File: src/rtl/md_hazard_ctrl.sv
// md_hazard_ctrl: sequencer between the D/E pipeline registers and the EX-stage
// multiply/divide unit. Issues the start pulse, keeps a copy of the unit's
// latency countdown, and stalls decode while an MD op would collide.
// Optional build macro: MD_STALL_PERF_EN adds saturating stall/issue counters.
module md_hazard_ctrl #(
    parameter int MULT_CYCLES = 5,
    parameter int DIV_CYCLES  = 10,
    parameter int CNT_W       = 4
) (
    input  logic             clk,
    input  logic             reset,
    input  logic             e_valid,
    input  logic [3:0]       e_md_op,
    input  logic             d_md_use,
    output logic             md_start,
    output logic [3:0]       md_op,
    output logic             stall_d,
    output logic             md_busy,
    output logic             issue_err
`ifdef MD_STALL_PERF_EN
    ,
    output logic [31:0]      stall_cycles,
    output logic [31:0]      md_ops_issued
`endif
);

    typedef enum logic {IDLE = 1'b0, BUSY = 1'b1} state_t;

    state_t             state_q, state_d;
    logic [CNT_W-1:0]   cnt_q, cnt_d;
    logic               err_q, err_d;
    logic               start_cls, md_cls;

    // Opcode classification, start pulse and the decode stall.
    always_comb begin
        start_cls = (e_md_op >= 4'd1) && (e_md_op <= 4'd4);
        md_cls    = (e_md_op >= 4'd1) && (e_md_op <= 4'd8);
        md_start  = e_valid && start_cls && (state_q == IDLE);
        md_busy   = (state_q == BUSY);
        stall_d   = d_md_use && (md_start || md_busy);
        // Bubbles must not look like mthi/mtlo to the unit.
        md_op     = e_valid ? e_md_op : 4'd0;
        issue_err = err_q;
    end

    // Next-state: load latency on start, count down while busy, latch errors.
    always_comb begin
        state_d = state_q;
        cnt_d   = cnt_q;
        // Any valid MD op reaching EX while busy means D was not held off.
        err_d   = err_q | ((state_q == BUSY) && e_valid && md_cls);
        case (state_q)
            IDLE: begin
                if (md_start) begin
                    state_d = BUSY;
                    cnt_d   = (e_md_op <= 4'd2) ? CNT_W'(MULT_CYCLES)
                                                : CNT_W'(DIV_CYCLES);
                end
            end
            BUSY: begin
                // Exit on the last busy cycle; <=1 also guards against a
                // zero count ever getting stuck or wrapping.
                if (cnt_q <= CNT_W'(1)) begin
                    state_d = IDLE;
                    cnt_d   = '0;
                end else begin
                    cnt_d   = cnt_q - CNT_W'(1);
                end
            end
            default: begin
                state_d = IDLE;
                cnt_d   = '0;
            end
        endcase
    end

    // Controller state register with synchronous reset.
    always_ff @(posedge clk) begin
        if (reset) begin
            state_q <= IDLE;
            cnt_q   <= '0;
            err_q   <= 1'b0;
        end else begin
            state_q <= state_d;
            cnt_q   <= cnt_d;
            err_q   <= err_d;
        end
    end

`ifdef MD_STALL_PERF_EN
    // Saturating counters for stalled cycles and issued operations.
    always_ff @(posedge clk) begin
        if (reset) begin
            stall_cycles  <= '0;
            md_ops_issued <= '0;
        end else begin
            if (stall_d && (stall_cycles != 32'hFFFF_FFFF))
                stall_cycles <= stall_cycles + 32'd1;
            if (md_start && (md_ops_issued != 32'hFFFF_FFFF))
                md_ops_issued <= md_ops_issued + 32'd1;
        end
    end
`endif

endmodule

File: config.mk
export PLATFORM = sky130hd
export DESIGN_NAME = md_hazard_ctrl
export DESIGN_NICKNAME = d
export VERILOG_FILES = /design/src/rtl/md_hazard_ctrl.sv
export SDC_FILE = /design/constraint.sdc
export NUM_CORES = 1
export LEC_CHECK = 0
export ABC_CLOCK_PERIOD_IN_PS = 1700
export CAP_MARGIN = 5
export CORE_AREA = 5 5 42 44
export DETAILED_ROUTE_END_ITERATION = 10
export DIE_AREA = 0 0 47 49
export GPL_TIMING_DRIVEN = 0
export PLACE_DENSITY = 0.72
export SETUP_SLACK_MARGIN = 0.1
export SLEW_MARGIN = 20
export SYNTH_ARGS = -nofsm -noshare
export SYNTH_HDL_FRONTEND = slang
export SYNTH_SLANG_ARGS = --single-unit
File: constraint.sdc
create_clock -name clk -period 1.7 [get_ports clk]
set_input_delay 0.255 -clock clk [delete_from_list [all_inputs] [get_ports clk]]
set_output_delay 0.255 -clock clk [all_outputs]
set_load 0.1 [all_outputs]
== After elaboration in Yosys (flattened, before gate mapping) ==
Cells that the tools add are included.

* Bits in registers: 6
* Latch bits: 0
* Bits in writable memories: 0
* Bits in read-only memories: 0
* Input bits: 8
* Output and inout port bits: 8
* Word-level logic and storage cells: 28
* Memories: 0

* Add/subtract/negate cells: 1
* Multiply operators: 0
* Div/mod/pow operators: 0
* Magnitude comparators: 5
* Equality and inequality tests: 1
* Shift operators: 0
* Multiplexer cells: 8
* Bitwise operators: 2
* Reduce and logical (&&, ||, !) cells: 8

{| class="wikitable"
|+ Operator list
! kind !! count
|-
| $mux W4 || 4
|-
| $pmux W4 S2 || 1
|-
| $logic_and A1 B1 Y1 || 7
|-
| $ge A4 B1 Y1 const B || 1
|-
| $le A4 B1 Y1 const B || 1
|-
| $le A4 B2 Y1 const B || 1
|-
| $le A4 B3 Y1 const B || 1
|-
| $le A4 B4 Y1 const B || 1
|-
| $sub A4 B1 Y4 const B || 1
|-
| $mux W1 || 2
|-
| $ne A2 B2 Y1 const B || 1
|-
| $pmux W1 S2 || 1
|-
| $logic_or A1 B1 Y1 || 1
|-
| $not A1 Y1 || 1
|-
| $or A1 B1 Y1 || 1
|}

== Longest topological paths before layout ==
Gate-level depths: netlist (run 1).

* Depth in word-level cells: 6
* Gate-level depth with buffers: 6
* Gate-level depth less buffers: 6

== Least setup slack after synthesis (run 1) ==
OpenSTA, ideal clock, no wires.

* Kind: register -> output
* From: reg state_q (netlist: md_busy)
* To: out stall_d
* Arrival: 2,037 ps
* Required time: 1,445 ps
* Setup slack: -592 ps
* Cell stages (with the launch flop): 3
* Path buffers: 1
* Cells stage by stage: dfxtp_1 buf_2 o21a_1

* Word-level cells in the longest chain between the ends: 4

{| class="wikitable"
|+ Ends and longest elaborated chain
! element !! RTL line !! RTL
|-
| start, declared || 29 || <nowiki>state_t state_q, state_d;</nowiki>
|-
| start signal, assigned || 84 || <nowiki>state_q <= state_d;</nowiki>
|-
| $not A1 Y1 || n/a ||
|-
| $logic_and A1 B1 Y1 || 38 || <nowiki>md_start = e_valid && start_cls && (state_q == IDLE);</nowiki>
|-
| $logic_or A1 B1 Y1 * || 40 || <nowiki>stall_d = d_md_use && (md_start || md_busy);</nowiki>
|-
| $logic_and A1 B1 Y1 * || 40 ||
|-
| end, declared || 17 || <nowiki>output logic stall_d,</nowiki>
|}

Mark *: on every way between the ends. The rest lies on a longest branch, timed or not.

== Worst setup path after layout (run 1) ==
* From: in e_md_op[2]
* To: out stall_d

* Word-level cells in the longest chain between the ends: 6
* Elaborated cells between the ends (all ways): 7
* Classes of those cells: order compare: 2; reduce/logical: 5

{| class="wikitable"
|+ Ends and longest elaborated chain
! element !! RTL line !! RTL
|-
| start, declared || 13 || <nowiki>input logic [3:0] e_md_op,</nowiki>
|-
| $ge A4 B1 Y1 / $le A4 B3 Y1 (equally long branches) || 36 || <nowiki>start_cls = (e_md_op >= 4'd1) && (e_md_op <= 4'd4);</nowiki>
|-
| $logic_and A1 B1 Y1 * || 36 ||
|-
| $logic_and A1 B1 Y1 * (2 in a row) || 38 ||
|-
| $logic_or A1 B1 Y1 * || 40 ||
|-
| $logic_and A1 B1 Y1 * || 40 ||
|}

Marked as above.

==> impl_metrics.ini, run 1 <==
[routing]
ant_nets = 0
dr.first_iter.drc_count = 4
vias_per_cell = 4.93
route.vias.total = 454
dr.pass1.iters = 3
routed_wl_um = 1040
wl_per_cell_um = 11.3
drc_errors = 0

[global_route]
grt_pass1_vias = 490
overflow = 0
grt_max_degree = 11
antenna_found_initial = 0
globalRouteTotalUtil_pct = 11.3
grt_pass1_wl_um = 1940

[placement]
placed_area_um2 = 627
pre_cts_slack_ps = -1200
portBuffers = 15
gp_congestion = 0.733
dp.cells = 84
dp.final_hpwl_um = 805

[power]
totalPowerFinal_uw = 505
power_density_nw_per_um2 = 724
irDropWorstVdd_uv = 362
power.leakage_nw = 0.292

[logic_synthesis]
synth-edff-count = 0
ys.flop_type = dfxtp_1
synth_area_um2 = 440
synth_most_common_cell = nor2_1
async_flop_share_pct = 0
syn_nets = 63
syn_inst = 53
synth_area_leaders = dfxtp_1 27%, and2_1 7.1%, nor2_1 6.0%, ha_1 5.7%, nor3_2 4.5%
avgSynthCellArea_um2 = 8.31
ys_seq_elements = 6
synth_warnings = 0
ys_top_cells_by_count = 7 x nor2_1, 6 x dfxtp_1, 5 x and2_1
yosysTopAreaCell = dfxtp_1
yosys.area.top_type_share_pct = 27.3
ys_seq_area_share_pct = 27.3
ys_types = 26

[critical_path]
critPathRequiredTime_ps = 1440
worst_setup_path_start_kind = input pin
worstPathMaxFanout = 7
worstPathArrival_ps = 1380
end_kind = primary output
critPathKind = in -> out

[final_layout]
drive_gt1_share_pct = 38.2
n_fill_cell = 152
antenna_cells = 0
finish.utilization_pct = 49.8
syn2layout_area_growth_pct = 58.5
seq_area_um2 = 124
layout.cells.non_filler = 92
multiInputGateArea_um2 = 315
final_area_um2 = 698
nets = 87

[timing]
drv_slew = 0
rsz0062_at_grt = true
fin_ws_ps = 67.6
skew_ps = 8.71
fin_crit_ps = 1630
hold_violations = 0
worst_pin_slew_ps = 548
timing.final.crit_share_pct = 96.0
setup_viol = 0
fin_setup_tns_ps = 0
holdWs_ps = 452
timing.fmax_mhz = 613
relSlewSlack_pct = 63.6

[clock_tree]
clock_latency_ps = 240
path_clk_slew_ps = 50
cts_sinks = 6
ctsLongestPathBuffers = 2
cts_tree = yes
numCtsBuffers = 3
root_buffer = clkbuf_4
cts.htree.levels = 1

[die]
io_pins = 16
core_um2 = 1400
die_w_um = 47
start_util_pct = 31.4
die_area_um2 = 2300
rows = 14
chipHeight_um = 49

[flow_run]
cap_violations = 0

[hold_path]
hold_path.class = in -> reg

[outcome]
status = finished, final reports clean
cell type report:
| class | count | area share (%) |
|---|---|---|
| plain buffers | 2 | 2.33 |
| repair buffers | 19 | 26.0 |
| flip-flops and latches | 6 | 17.7 |
| inverters | 3 | 2.15 |
| clock buffers | 4 | 3.76 |
| well taps | 16 | 2.87 |
| multi-input cells | 42 | 45.2 |
worst max-delay path, cell delays in order:
cell and delay [ps]:
buf_2 140, or3_4 330, and3b_1 180, buf_6 120, o21a_4 190, buf_12 160
registers in the layout, summed over array words and instances (netlist names):
| register | count |
|---|---|
| cnt_q | 4 |
| issue_err | 1 |
| md_busy | 1 |
metal layers:
metal	routed length, um	share of wire [%]	global-route usage, %	vias to the layer above
met1	475	46	13.4	207
met2	477	46	17.0	14
li1	-	-	-	233
met3	87	8.4	6.64	0
met5	0	0	0	-
met4	0	0	2.76	0
cells by family (layout without fill, tap and decap cells):
logic type	count (synthesis)	in the layout	synth area share, %
XOR/XNOR	2	2	3.98
buffers and inverters	5	28	6.25
AND/OR/NAND/NOR	24	24	33.0
AO/OA/AOI/OAI	13	13	21.6
adder cells (fa/ha/maj)	2	2	5.68
flip-flops	6	6	27.3
multiplexers	1	1	2.27
repair_timing:
| action | CTS | global route |
|---|---|---|
| setup buffers | 4 | 0 |
| pin swaps | 2 | 1 |
| resized for setup | 57 | 8 |
| setup endpoints to repair | 8 | 6 |
| cloned | 0 | 0 |
| hold buffers | 0 | 0 |
final timing paths:
kind	slack, ps	cells after the start	end	startpoint
max reg2reg	240	6	cnt_q[3]	cnt_q[1]
min	450	3	cnt_q[3]	e_md_op[2]
min reg2reg	490	2	issue_err	issue_err
max	70	6	stall_d	e_md_op[2]
where the power goes:
group          switching [mW]  total [mW]  internal (mW)
clock                  0.0522       0.141         0.0889
combinational           0.125       0.203         0.0779
sequential             0.0108       0.161          0.151
layout by cell type (no fill, tap or decap), types with 3 or more instances in the layout:
master,instances
o21ai_0,3
buf_2,6
and2_1,5
clkbuf_4,3
buf_4,4
nor3_1,3
dfxtp_1,5
nor2_1,7
No activity file was read; power rests on OpenSTA's default activity.
==> inputs of run 2 (changes only) <==
DONT_BUFFER_PORTS = 1   (was default)
PLACE_DENSITY = 0.57   (was 0.72)
REMOVE_ABC_BUFFERS = 1   (was default)
==> impl_metrics.ini, run 2 (synthesized netlist as in run 1, its figures left out) <==
[outcome]
status = finished, final reports clean

[routing]
top_layer = met4
met1_length_um = 418
route.vias.total = 391
dr.pass1.iters = 4
ant_nets = 0
vias_per_cell = 5.43
wl_per_cell_um = 13.1
wl_met2_um = 444
wl_met3_um = 54
drc_errors = 0
routed_wl_um = 945
dr.first_iter.drc_count = 6

[power]
power.leakage_nw = 0.183
totalPowerFinal_uw = 445
power_density_nw_per_um2 = 884
irDropWorstVdd_uv = 401

[final_layout]
final_common_cell = nor2_1
drive_gt1_share_pct = 26.8
nets = 68
syn2layout_area_growth_pct = 14.2
layout.cells.most_common_list = 7 x nor2_1, 5 x and2_1, 4 x dfxtp_1
antenna_cells = 0
largest_reg_flops = 4
top_register = cnt_q
finish.utilization_pct = 35.9

[timing]
timing.final.crit_share_pct = 99.9
hold_violations = 0
relSlewSlack_pct = 35.3
drv_slew = 0
skew_ps = 3.99
fin_crit_ps = 1700
timing.fmax_mhz = 589
setup_viol = 0
worst_pin_slew_ps = 969
rsz0062_at_grt = true

[clock_tree]
ctsLongestPathBuffers = 2
path_clk_slew_ps = 40
numCtsBuffers = 3
cts_tree = yes
cts_sinks = 6
cts.htree.levels = 1
clock_latency_ps = 240
root_buffer = clkbuf_4

[global_route]
antenna_found_initial = 0
grt_pass1_vias = 365
grt_pass1_wl_um = 1550
globalRouteTotalUtil_pct = 9.02
overflow = 0
grt_max_degree = 8

[critical_path]
worstPathArrival_ps = 1440
critPathKind = reg -> out
worst_setup_path_start_kind = flip-flop
critPathRequiredTime_ps = 1440
worstPathMaxFanout = 7
end_kind = primary output
reg2reg_slack_ps = 230

[die]
core_um2 = 1400
die_w_um = 47
start_util_pct = 31.4
die_area_um2 = 2300
chipHeight_um = 49
io_pins = 16
rows = 14

[flow_run]
cap_violations = 0

[placement]
gp_congestion = 0.784
portBuffers = 0

[hold_path]
hold_path.class = in -> reg
## run 2: cell types whose count changed in the layout (fill, tap and decap cells not counted), sizes merged
cell           delta
buf              -14
clkdlybuf4s18     +1
dlygate4sd2       -2
clkdlybuf4s15     -2
clkdlybuf4s50     -2
clkbuf            -1
## run 2: routing by layer
metal	GRT usage [%]	vias to the layer above
met5	0	-
met4	5.53	0
met3	2.95	5
met2	13.3	11
met1	10.8	180
li1	-	195
## run 2: power breakdown
| group | switching, mW | leakage, nW | total [mW] | internal, mW |
|---|---|---|---|---|
| logic | 0.0936 | 0.119 | 0.137 | 0.0432 |
| clock network | 0.0517 | 0.0138 | 0.132 | 0.0799 |
| registers | 0.0252 | 0.0502 | 0.176 | 0.151 |
## run 2: worst max-delay path, stage by stage, from the launching register on
cell and delay [ps]:
dfxtp_4 570, nand2b_4 220, clkinvlp_4 410
## run 2: repair_timing
item	in CTS	in global routing
setup buffers	2	0
gates resized for setup	5	1
hold buffers	0	0
endpoints found under the hold margin	0	0
endpoints found under the setup margin	3	3
## run 2: path summary, 6_finish.rpt
check             end      from  cells after the start
max          md_start   md_busy                      2
min           md_busy     reset                      1
max reg2reg  cnt_q[3]  cnt_q[1]                      6
min reg2reg  cnt_q[0]  cnt_q[0]                      1
## run 2: layout make-up
type	instances	area (um^2)
flip-flops and latches	6	125
inverters	3	15.0
well taps	16	20.0
clock buffers	3	22.5
multi-input cells	42	303
repair buffers	2	17.5
fillers	148	898
## run 2: metrics by stage
stage / TNS [ps] / area (um^2) / worst slack [ps] / std cells / hold slack (ps)
2_1_floorplan: -1230 / 424 / -532 / 51 / 324
3_3_place_gp: -2180 / 444 / -627 / 67 / 327
3_5_place_dp: -281 / 445 / -191 / 67 / 322
4_1_cts: 0 / 502 / 2.78 / 72 / 68.2
5_1_grt: -47.1 / 503 / -47.1 / 72 / 57.4
6_report: 0 / 503 / 2.05 / 72 / 72.7
==> inputs of run 3 (changes only) <==
--- a/config.mk
+++ b/config.mk
@@ -7,2 +7,3 @@
 export LEC_CHECK = 0
+export ABC_AREA = 0
 export ABC_CLOCK_PERIOD_IN_PS = 1700
--- a/constraint.sdc
+++ b/constraint.sdc
@@ -3,2 +3,2 @@
 set_output_delay 0.255 -clock clk [all_outputs]
-set_load 0.1 [all_outputs]
+set_load 0.01 [all_outputs]
==> impl_metrics.ini, run 3 (synthesized netlist as in run 1, its figures left out) <==
[die]
chipHeight_um = 49
die_w_um = 47
start_util_pct = 31.4
rows = 14
core_um2 = 1400
io_pins = 16
die_area_um2 = 2300

[routing]
route.vias.total = 385
routed_wl_um = 877
wl_per_cell_um = 12.5
vias_per_cell = 5.50
ant_nets = 0
drc_errors = 0
dr.pass1.iters = 4
dr.first_iter.drc_count = 9

[timing]
rsz0062_at_grt = false
skew_ps = 4.43
fin_crit_ps = 1460
hold_violations = 0
worst_pin_slew_ps = 473
setup_viol = 0
timing.fmax_mhz = 684
drv_slew = 0
relSlewSlack_pct = 68.2
fin_setup_tns_ps = 0
timing.final.crit_share_pct = 86.0

[hold_path]
hold_path.class = in -> reg

[critical_path]
worst_setup_path_start_kind = flip-flop
r2r_cells = 6
critPathKind = reg -> reg
worstPathMaxFanout = 4
r2r_start = cnt_q[1]
worstPathArrival_ps = 1580
critPathRequiredTime_ps = 1820
rr_endpoint = cnt_q[3]
end_kind = flip-flop
crit_start = cnt_q[1]
reg2reg_slack_ps = 240
worstSetupEndpoint = cnt_q[3]

[global_route]
grt_pass1_wl_um = 1390
globalRouteTotalUtil_pct = 8.45
antenna_found_initial = 0
grt_pass1_vias = 343
overflow = 0
grt_max_degree = 13

[placement]
portBuffers = 0
placed_area_um2 = 444
gp_congestion = 0.784

[final_layout]
syn2layout_area_growth_pct = 6.53
antenna_cells = 0
top_register = cnt_q
nets = 66
drive_gt1_share_pct = 16.7
final_common_cell = nor2_1
final_area_um2 = 469
largest_reg_flops = 4
layout.cells.most_common_list = 7 x nor2_1, 5 x and2_1, 4 x dfxtp_1

[clock_tree]
numCtsBuffers = 3
clock_latency_ps = 250
root_buffer = clkbuf_4
path_clk_slew_ps = 50
ctsLongestPathBuffers = 2
hold_buffers = 0
cts_setup_buffers = 0
cts_sinks = 6
cts_tree = yes
cts.htree.levels = 1
cts-resized-gates = 0

[flow_run]
cap_violations = 0

[power]
power.leakage_nw = 0.181
totalPowerFinal_uw = 378
power_density_nw_per_um2 = 806
irDropWorstVdd_uv = 473

[outcome]
status = finished, final reports clean
## run 3: critical path: stages (launching register included)
cell and delay, ps:
dfxtp_1 330, inv_1 80, ha_1 180, nor2_1 50
o31ai_1 410, o22a_1 250, a2111oi_2 50
## run 3: area by class of cell
| cell class | count | area [um^2] |
|---|---|---|
| clock buffer | 3 | 22.5 |
| multi-input combinational | 42 | 293 |
| inverter | 3 | 11.3 |
| sequential | 6 | 123 |
| tap | 16 | 20.0 |
| fill | 152 | 932 |
## run 3: how the worst min path moves through the flow
stage	from	to	slack, ps	cells after the start
floorplan	reset	cnt_q[3]	320	1
global placement	reset	cnt_q[3]	330	1
detailed placement	reset	md_busy	330	1
CTS	reset	md_busy	70	1
global route	reset	md_busy	60	1
finish	reset	md_busy	70	1
## run 3: layer usage
metal  vias up  GRT usage, %  wire (um)
met5         -             0          0
met4         0          5.53         17
met3         2          4.06         54
met2        12          11.5        411
met1       182          10.1        394
li1        189             -          -
## run 3: power breakdown
part	total, mW	internal, mW	leakage (nW)	switching (mW)
Combinational	0.0751	0.0380	0.117	0.0371
Clock	0.135	0.0801	0.0138	0.0553
Sequential	0.168	0.152	0.0499	0.0156
Total	0.378	0.270	0.181	0.108
## run 3: per-stage QoR
step | worst slack, ps | cells | util (%) | hold WS, ps
finish | 239 | 70 | 33.5 | 68.7
global route | 67.2 | 70 | 33.5 | 61.3
CTS | 204 | 70 | 33.3 | 65.8
detailed placement | 217 | 67 | 31.7 | 327
global placement | 221 | 67 | 31.7 | 327
floorplan | 334 | 51 | - | 324
